File: config.mk
export PLATFORM = sky130hd
export DESIGN_NAME = actuated_phase_scheduler
export DESIGN_NICKNAME = d
export VERILOG_FILES = /design/src/rtl/tl_pkg.sv /design/src/rtl/phase_timer.sv /design/src/rtl/actuated_phase_scheduler.sv
export SDC_FILE = /design/constraint.sdc
export NUM_CORES = 1
export LEC_CHECK = 0
export ABC_AREA = 1
export BUFFER_PORTS_ARGS = -buffer_cell sky130_fd_sc_hd__buf_2
export CAP_MARGIN = 15
export CELL_PAD_IN_SITES_DETAIL_PLACEMENT = 0
export CELL_PAD_IN_SITES_GLOBAL_PLACEMENT = 1
export CORE_ASPECT_RATIO = 0.9
export CORE_MARGIN = 1.5
export CORE_UTILIZATION = 41
export CTS_CLUSTER_SIZE = 10
export DETAILED_ROUTE_END_ITERATION = 6
export GPL_TIMING_DRIVEN = 0
export PLACE_DENSITY = 0.83
export SKIP_LAST_GASP = 1
export SLEW_MARGIN = 15
export SYNTH_ARGS = -nofsm -noshare
export SYNTH_HDL_FRONTEND = slang
export SYNTH_HIERARCHICAL = 1
export SYNTH_SLANG_ARGS = --single-unit
File: constraint.sdc
create_clock -name clk_1Hz -period 3.2 [get_ports clk_1Hz]
set_clock_uncertainty 0.1 [all_clocks]
set_input_delay 0 -clock clk_1Hz [delete_from_list [all_inputs] [get_ports clk_1Hz]]
set_output_delay 0 -clock clk_1Hz [all_outputs]
set_load 0.05 [all_outputs]
File: src/rtl/tl_pkg.sv
// Shared definitions for the intersection phase scheduler.
//   phase_t : phase codes MG=0, MY=1, AR1=2, CG=3, CY=4, AR2=5
//   lamp_t  : 3-bit lamp code, GRN=001, YEL=010, RED=100
//   TW      : phase timer width
//   main_lamp / cross_lamp : lamp code shown on each road in a phase
package tl_pkg;

    localparam int unsigned TW = 5;

    typedef enum logic [2:0] {
        MG  = 3'd0,
        MY  = 3'd1,
        AR1 = 3'd2,
        CG  = 3'd3,
        CY  = 3'd4,
        AR2 = 3'd5
    } phase_t;

    typedef logic [2:0] lamp_t;

    localparam lamp_t GRN = 3'b001;
    localparam lamp_t YEL = 3'b010;
    localparam lamp_t RED = 3'b100;

    function automatic lamp_t main_lamp(input phase_t p);
        case (p)
            MG:      return GRN;
            MY:      return YEL;
            default: return RED;
        endcase
    endfunction

    function automatic lamp_t cross_lamp(input phase_t p);
        case (p)
            CG:      return GRN;
            CY:      return YEL;
            default: return RED;
        endcase
    endfunction

endpackage

File: src/rtl/phase_timer.sv
// Loadable down-counter for phase timing.
//   clk_1Hz  in  tick clock
//   reset    in  asynchronous, active-high; count returns to RST_VAL
//   load     in  load load_val on the next edge (has priority)
//   load_val in  value to load
//   count    out current value; decrements each edge, saturates at 0
//   zero     out count == 0
module phase_timer #(
    parameter int unsigned    W       = 5,
    parameter logic [W-1:0]   RST_VAL = '0
) (
    input  logic         clk_1Hz,
    input  logic         reset,
    input  logic         load,
    input  logic [W-1:0] load_val,
    output logic [W-1:0] count,
    output logic         zero
);

    always_ff @(posedge clk_1Hz or posedge reset) begin
        if (reset)
            count <= RST_VAL;
        else if (load)
            count <= load_val;
        else if (count != '0)
            count <= count - W'(1);
    end

    assign zero = (count == '0);

endmodule

File: src/rtl/actuated_phase_scheduler.sv
// Demand-driven two-road intersection sequencer on the 1 Hz tick.
//   clk_1Hz    in  tick clock
//   reset      in  asynchronous, active-high
//   cross_req  in  cross-road vehicle sensor (level)
//   ped_req    in  pedestrian button (level)
//   emerg_main in  emergency preemption favouring the main road (level)
//   main_st    out main lamps (001 green, 010 yellow, 100 red)
//   cross_st   out cross lamps, same code
//   walk       out cross pedestrian walk lamp
//   phase      out current phase code
//   time_left  out phase timer, 0 on the expiry cycle
//   preempt    out registered copy of emerg_main
module actuated_phase_scheduler
    import tl_pkg::*;
#(
    parameter int unsigned MAIN_MIN = 15,
    parameter int unsigned YEL_T    = 3,
    parameter int unsigned AR_T     = 1,
    parameter int unsigned CROSS_T  = 10,
    parameter int unsigned WALK_T   = 7
) (
    input  logic          clk_1Hz,
    input  logic          reset,
    input  logic          cross_req,
    input  logic          ped_req,
    input  logic          emerg_main,
    output logic [2:0]    main_st,
    output logic [2:0]    cross_st,
    output logic          walk,
    output logic [2:0]    phase,
    output logic [TW-1:0] time_left,
    output logic          preempt
);

    phase_t        state, next_state;
    logic          req_pend, ped_pend;
    logic          tmr_load, tmr_zero;
    logic [TW-1:0] tmr_load_val;
    logic [TW-1:0] walk_left, nxt_walk_left;
    logic          nxt_walk, cg_entry;
    lamp_t         nxt_main, nxt_cross;

    function automatic logic [TW-1:0] dur_m1(input phase_t p);
        case (p)
            MG:      return TW'(MAIN_MIN - 1);
            MY, CY:  return TW'(YEL_T - 1);
            CG:      return TW'(CROSS_T - 1);
            default: return TW'(AR_T - 1);
        endcase
    endfunction

    // Any phase change reloads the timer with the new phase's duration - 1.
    assign tmr_load     = (next_state != state);
    assign tmr_load_val = dur_m1(next_state);

    phase_timer #(
        .W       (TW),
        .RST_VAL (TW'(MAIN_MIN - 1))
    ) u_timer (
        .clk_1Hz  (clk_1Hz),
        .reset    (reset),
        .load     (tmr_load),
        .load_val (tmr_load_val),
        .count    (time_left),
        .zero     (tmr_zero)
    );

    // State and output registers
    always_ff @(posedge clk_1Hz or posedge reset) begin
        if (reset) begin
            state     <= MG;
            main_st   <= GRN;
            cross_st  <= RED;
            walk      <= 1'b0;
            walk_left <= '0;
            preempt   <= 1'b0;
        end else begin
            state     <= next_state;
            main_st   <= nxt_main;
            cross_st  <= nxt_cross;
            walk      <= nxt_walk;
            walk_left <= nxt_walk_left;
            preempt   <= emerg_main;
        end
    end

    // Request latches; clearing on CG entry beats a same-edge request.
    always_ff @(posedge clk_1Hz or posedge reset) begin
        if (reset) begin
            req_pend <= 1'b0;
            ped_pend <= 1'b0;
        end else if (cg_entry) begin
            req_pend <= 1'b0;
            ped_pend <= 1'b0;
        end else begin
            req_pend <= req_pend | cross_req;
            ped_pend <= ped_pend | ped_req;
        end
    end

    // Next-state logic
    always_comb begin
        next_state = state;
        case (state)
            MG:  if (tmr_zero && (req_pend || ped_pend) && !emerg_main) next_state = MY;
            MY:  if (tmr_zero) next_state = AR1;
            AR1: if (tmr_zero) next_state = CG;
            CG:  if (tmr_zero || emerg_main) next_state = CY;
            CY:  if (tmr_zero) next_state = AR2;
            AR2: if (tmr_zero) next_state = MG;
            default: next_state = AR2;
        endcase
    end

    // Next-output logic; lamps/walk are registered alongside the phase
    always_comb begin
        cg_entry      = (next_state == CG) && (state != CG);
        nxt_main      = main_lamp(next_state);
        nxt_cross     = cross_lamp(next_state);
        nxt_walk      = 1'b0;
        nxt_walk_left = walk_left;
        if (cg_entry) begin
            nxt_walk      = ped_pend;
            nxt_walk_left = TW'(WALK_T - 1);
        end else if (next_state == CG && walk_left != '0) begin
            // walk_left counts the remaining walk clocks after the current one
            nxt_walk      = walk;
            nxt_walk_left = walk_left - TW'(1);
        end
    end

    assign phase = state;

endmodule

==> impl_metrics.toml <==
[outcome]
status = "complete, no violations"

[die]
dieWidth_um = 61.49
rows = 18
core_area_mm2 = 0.002838
ios = 21
floorplan.die_area_mm2 = 0.003421
dieHeight_um = 55.64
initial_core_util_pct = 44.49

[synth]
synth_adder_area_share_pct = 2.973
synthMostInstantiatedCell = "sky130_fd_sc_hd__nand2_1"
synth_xor_area_share_pct = 2.081
synth-edff-count = 0
netlist-cell-type-count = 30
ys_warn_count = 6
syn-cell-area_mm2 = 0.001262
netlist_instances = 151
fraction_of_the_yosys_area_taken_by_sequential_cells_pct = 46.09
synth_fp_nets = 159
syn_avg_cell_area_um2 = 8.361
yosys-top-cells-count = "sky130_fd_sc_hd__nand2_1, sky130_fd_sc_hd__dfrtp_1, sky130_fd_sc_hd__inv_1"
yosys.area.top_type_share_pct = 35.68
netlist.top_cell.by_area = "sky130_fd_sc_hd__dfrtp_1"
synthesized_flop_and_latch_total = 23
cell_types_with_the_largest_area_share_after_synthesis = "sky130_fd_sc_hd__dfrtp_1, sky130_fd_sc_hd__nand2_1, sky130_fd_sc_hd__dfstp_2, sky130_fd_sc_hd__inv_1, sky130_fd_sc_hd__nor2_1"
post_synthesis_compound_gate_area_fraction_pct = 4.658
ys.flop_type = "sky130_fd_sc_hd__dfrtp_1"
async_flop_share_pct = 100.0
synth_top_family_by_area = "simple AND/OR/NAND/NOR gates"
yosys.area_share.simple_pct = 36.77
synth_mux_area_share_pct = 0

[route]
firstDrtPassIters = 4
vias = 1030
drt_iter0_drc = 56
final_antenna_net_count = 0
detail_route.wirelength_um = 2430
drc = 0
route.detailed.vias_per_inst = 4.703
post_drt_wl_per_cell_um = 11.10

[timing]
timing.slew.headroom_pct = 54.55
max_slew.worst_pin.slew_ps = 681.1
setup_tns_ps = 0
max_freq_mhz = 367.1
final_period_minus_worst_setup_slack_ps = 2724
grt_setup_unrepaired = "false"
min_period_over_period_pct = 85.13
maxSlewViolCount = 0
timing.final.hold_violations = 0
finalSetupViolations = 0

[critical_path]
critical_path_peak_fanout = 8
critPathMaxStageDelay_ps = 560
timing.rr.start = "u_timer/count[1]"
worst_path_max_delay_cell = "sky130_fd_sc_hd__dfstp_2"
cp-end-kind = "flip-flop"
cp.buffers_inverters = 4
worst_ep_arrival_time_ps = 2830
worst_ep_required_time_ps = 3310
timing.reg2reg.setup_slack_ps = 480
worstPathCellList = "inv_1 > ha_1 > nand3_1 > inv_1 > nor2_1 > nand3_2 > nand3_4 > clkinv_2 > nand2_1 > nand4_1 > inv_2 > nand4_2 > nand2_1 > o21ai_1"
criticalPathCategory = "flip-flop to flip-flop"
source_of_the_critical_timing_path = "u_timer/count[1]"
critPathLaunchType = "flip-flop"
path_delay_family = "simple AND/OR/NAND/NOR gates"

[clock_network]
clockBufferDepth = 2
clk_pin_slew_ps = 120
postCtsSetupRepairBufs = 0
cts.root.buffer_cell = "sky130_fd_sc_hd__clkbuf_4"
clock_sinks = 23
post_cts_resize_count = 0
numCtsBuffers = 3
tritoncts = "done"
worst_skew_pair.late_latency_ps = 320
htree_levels = 1
post_cts_hold_buffer_count = 4

[layout]
n_antenna_cell = 0
n_fill_cell = 295
register_area_um2 = 581.8
nNetsFinal = 188
multi_input_gate_area_um2 = 590.6
layout-drive-gt1-share_pct = 30.73
areaGrowthSynthToFinish_pct = 17.15

[grt]
via_count_of_the_first_global_routing_pass = 973
aggregate_global_route_resource_usage_pct = 16.05
maximum_number_of_pins_on_one_net_before_global_route_repair = 19
grt-ovfl-total = 0
antenna_found_initial = 0
grt_first_pass_wirelength_um = 4188

[place]
portBuffers = 20
gp_congestion = 0.8242
hpwl_um = 1851

[run]
number_of_max_cap_violations = 0

[hold_path]
hp-class = "primary input to async pin"
logic make-up after synthesis:
group | Yosys count
and+or+nand+nor | 88
buffers and inverters | 23
DFF | 23
AOI/OAI and AO/OA | 10
xor gates and xnor gates | 3
adders and majority gates | 3
other | 1
cells in the final DEF, fill, tap and decap left out, types with 2 or more instances in the layout:
master                          instances
sky130_fd_sc_hd__nor2_4                 3
sky130_fd_sc_hd__dfstp_2                5
sky130_fd_sc_hd__nand2_2                5
sky130_fd_sc_hd__nand3_4                2
sky130_fd_sc_hd__nand4_1                3
sky130_fd_sc_hd__nand2_4                2
sky130_fd_sc_hd__o21ai_0                3
sky130_fd_sc_hd__nand3b_1               2
sky130_fd_sc_hd__o21ai_1                3
sky130_fd_sc_hd__nor2_1                15
sky130_fd_sc_hd__dfrtp_1               18
sky130_fd_sc_hd__ha_1                   3
sky130_fd_sc_hd__xnor2_1                2
sky130_fd_sc_hd__nor2_2                 4
sky130_fd_sc_hd__nand2_1               38
sky130_fd_sc_hd__clkbuf_4               3
sky130_fd_sc_hd__dlygate4sd3_1          4
sky130_fd_sc_hd__inv_2                  4
sky130_fd_sc_hd__nand3_1               10
sky130_fd_sc_hd__clkinv_2               2
sky130_fd_sc_hd__inv_1                 16
sky130_fd_sc_hd__buf_2                 21
area by class of cell:
cell class / instances / area share (%)
flip-flops and latches: 23 / 39.34
clock buffers: 4 / 1.777
inverters: 22 / 5.753
plain buffers: 1 / 0.3384
well taps: 40 / 3.384
multi-input cells: 105 / 39.93
repair buffers: 24 / 9.475
state kept, by name, summed over array words and instances (netlist names):
signal / flops
u_timer/count: 5
walk_left: 5
cross_st: 3
main_st: 3
phase: 3
ped_pend: 1
preempt: 1
req_pend: 1
walk: 1
path summary, 6_finish.rpt:
| kind | endpoint | cells past startpoint |
|---|---|---|
| max | u_timer/count[0] | 14 |
| min | u_timer/count[0] | 3 |
| max reg2reg | u_timer/count[0] | 14 |
| min reg2reg | u_timer/count[1] | 2 |
| max in group asynchronous | main_st[2] | 3 |
| min in group clk_1Hz | preempt | 2 |
layer usage:
| layer | vias to the layer above | share of wire [%] | track usage [%] |
|---|---|---|---|
| li1 | 527 | - | - |
| met1 | 479 | 50 | 23.92 |
| met2 | 20 | 45 | 22.86 |
| met5 | - | 0 | 0 |
| met4 | 0 | 1.0 | 4.559 |
| met3 | 4 | 4.0 | 4.186 |
worst register-to-register path, cell delays in order, from the launching register on:
cell and delay, ps:
sky130_fd_sc_hd__dfstp_2 560, sky130_fd_sc_hd__inv_1 60, sky130_fd_sc_hd__ha_1 230, sky130_fd_sc_hd__nand3_1 120, sky130_fd_sc_hd__inv_1 100, sky130_fd_sc_hd__nor2_1 240, sky130_fd_sc_hd__nand3_2 130, sky130_fd_sc_hd__nand3_4 150
sky130_fd_sc_hd__clkinv_2 110, sky130_fd_sc_hd__nand2_1 70, sky130_fd_sc_hd__nand4_1 270, sky130_fd_sc_hd__inv_2 170, sky130_fd_sc_hd__nand4_2 150, sky130_fd_sc_hd__nand2_1 80, sky130_fd_sc_hd__o21ai_1 60
stage by stage:
stage          cells  worst slack (ps)  hold WS [ps]  cell area [um2]  utilization (%)
3_5_place_dp     211             493.9        -177.2             1413            49.78
3_3_place_gp     211             533.1        -178.7             1413            49.78
4_1_cts          219             468.9         5.340             1479            52.12
6_report         219             475.9         24.96             1479            52.12
5_1_grt          219             243.4         25.49             1479            52.12
2_1_floorplan    151             524.2        -323.7             1262                -
Power is not shown: default switching activity piles up to over one toggle a cycle in this logic, so the estimate is an artifact.
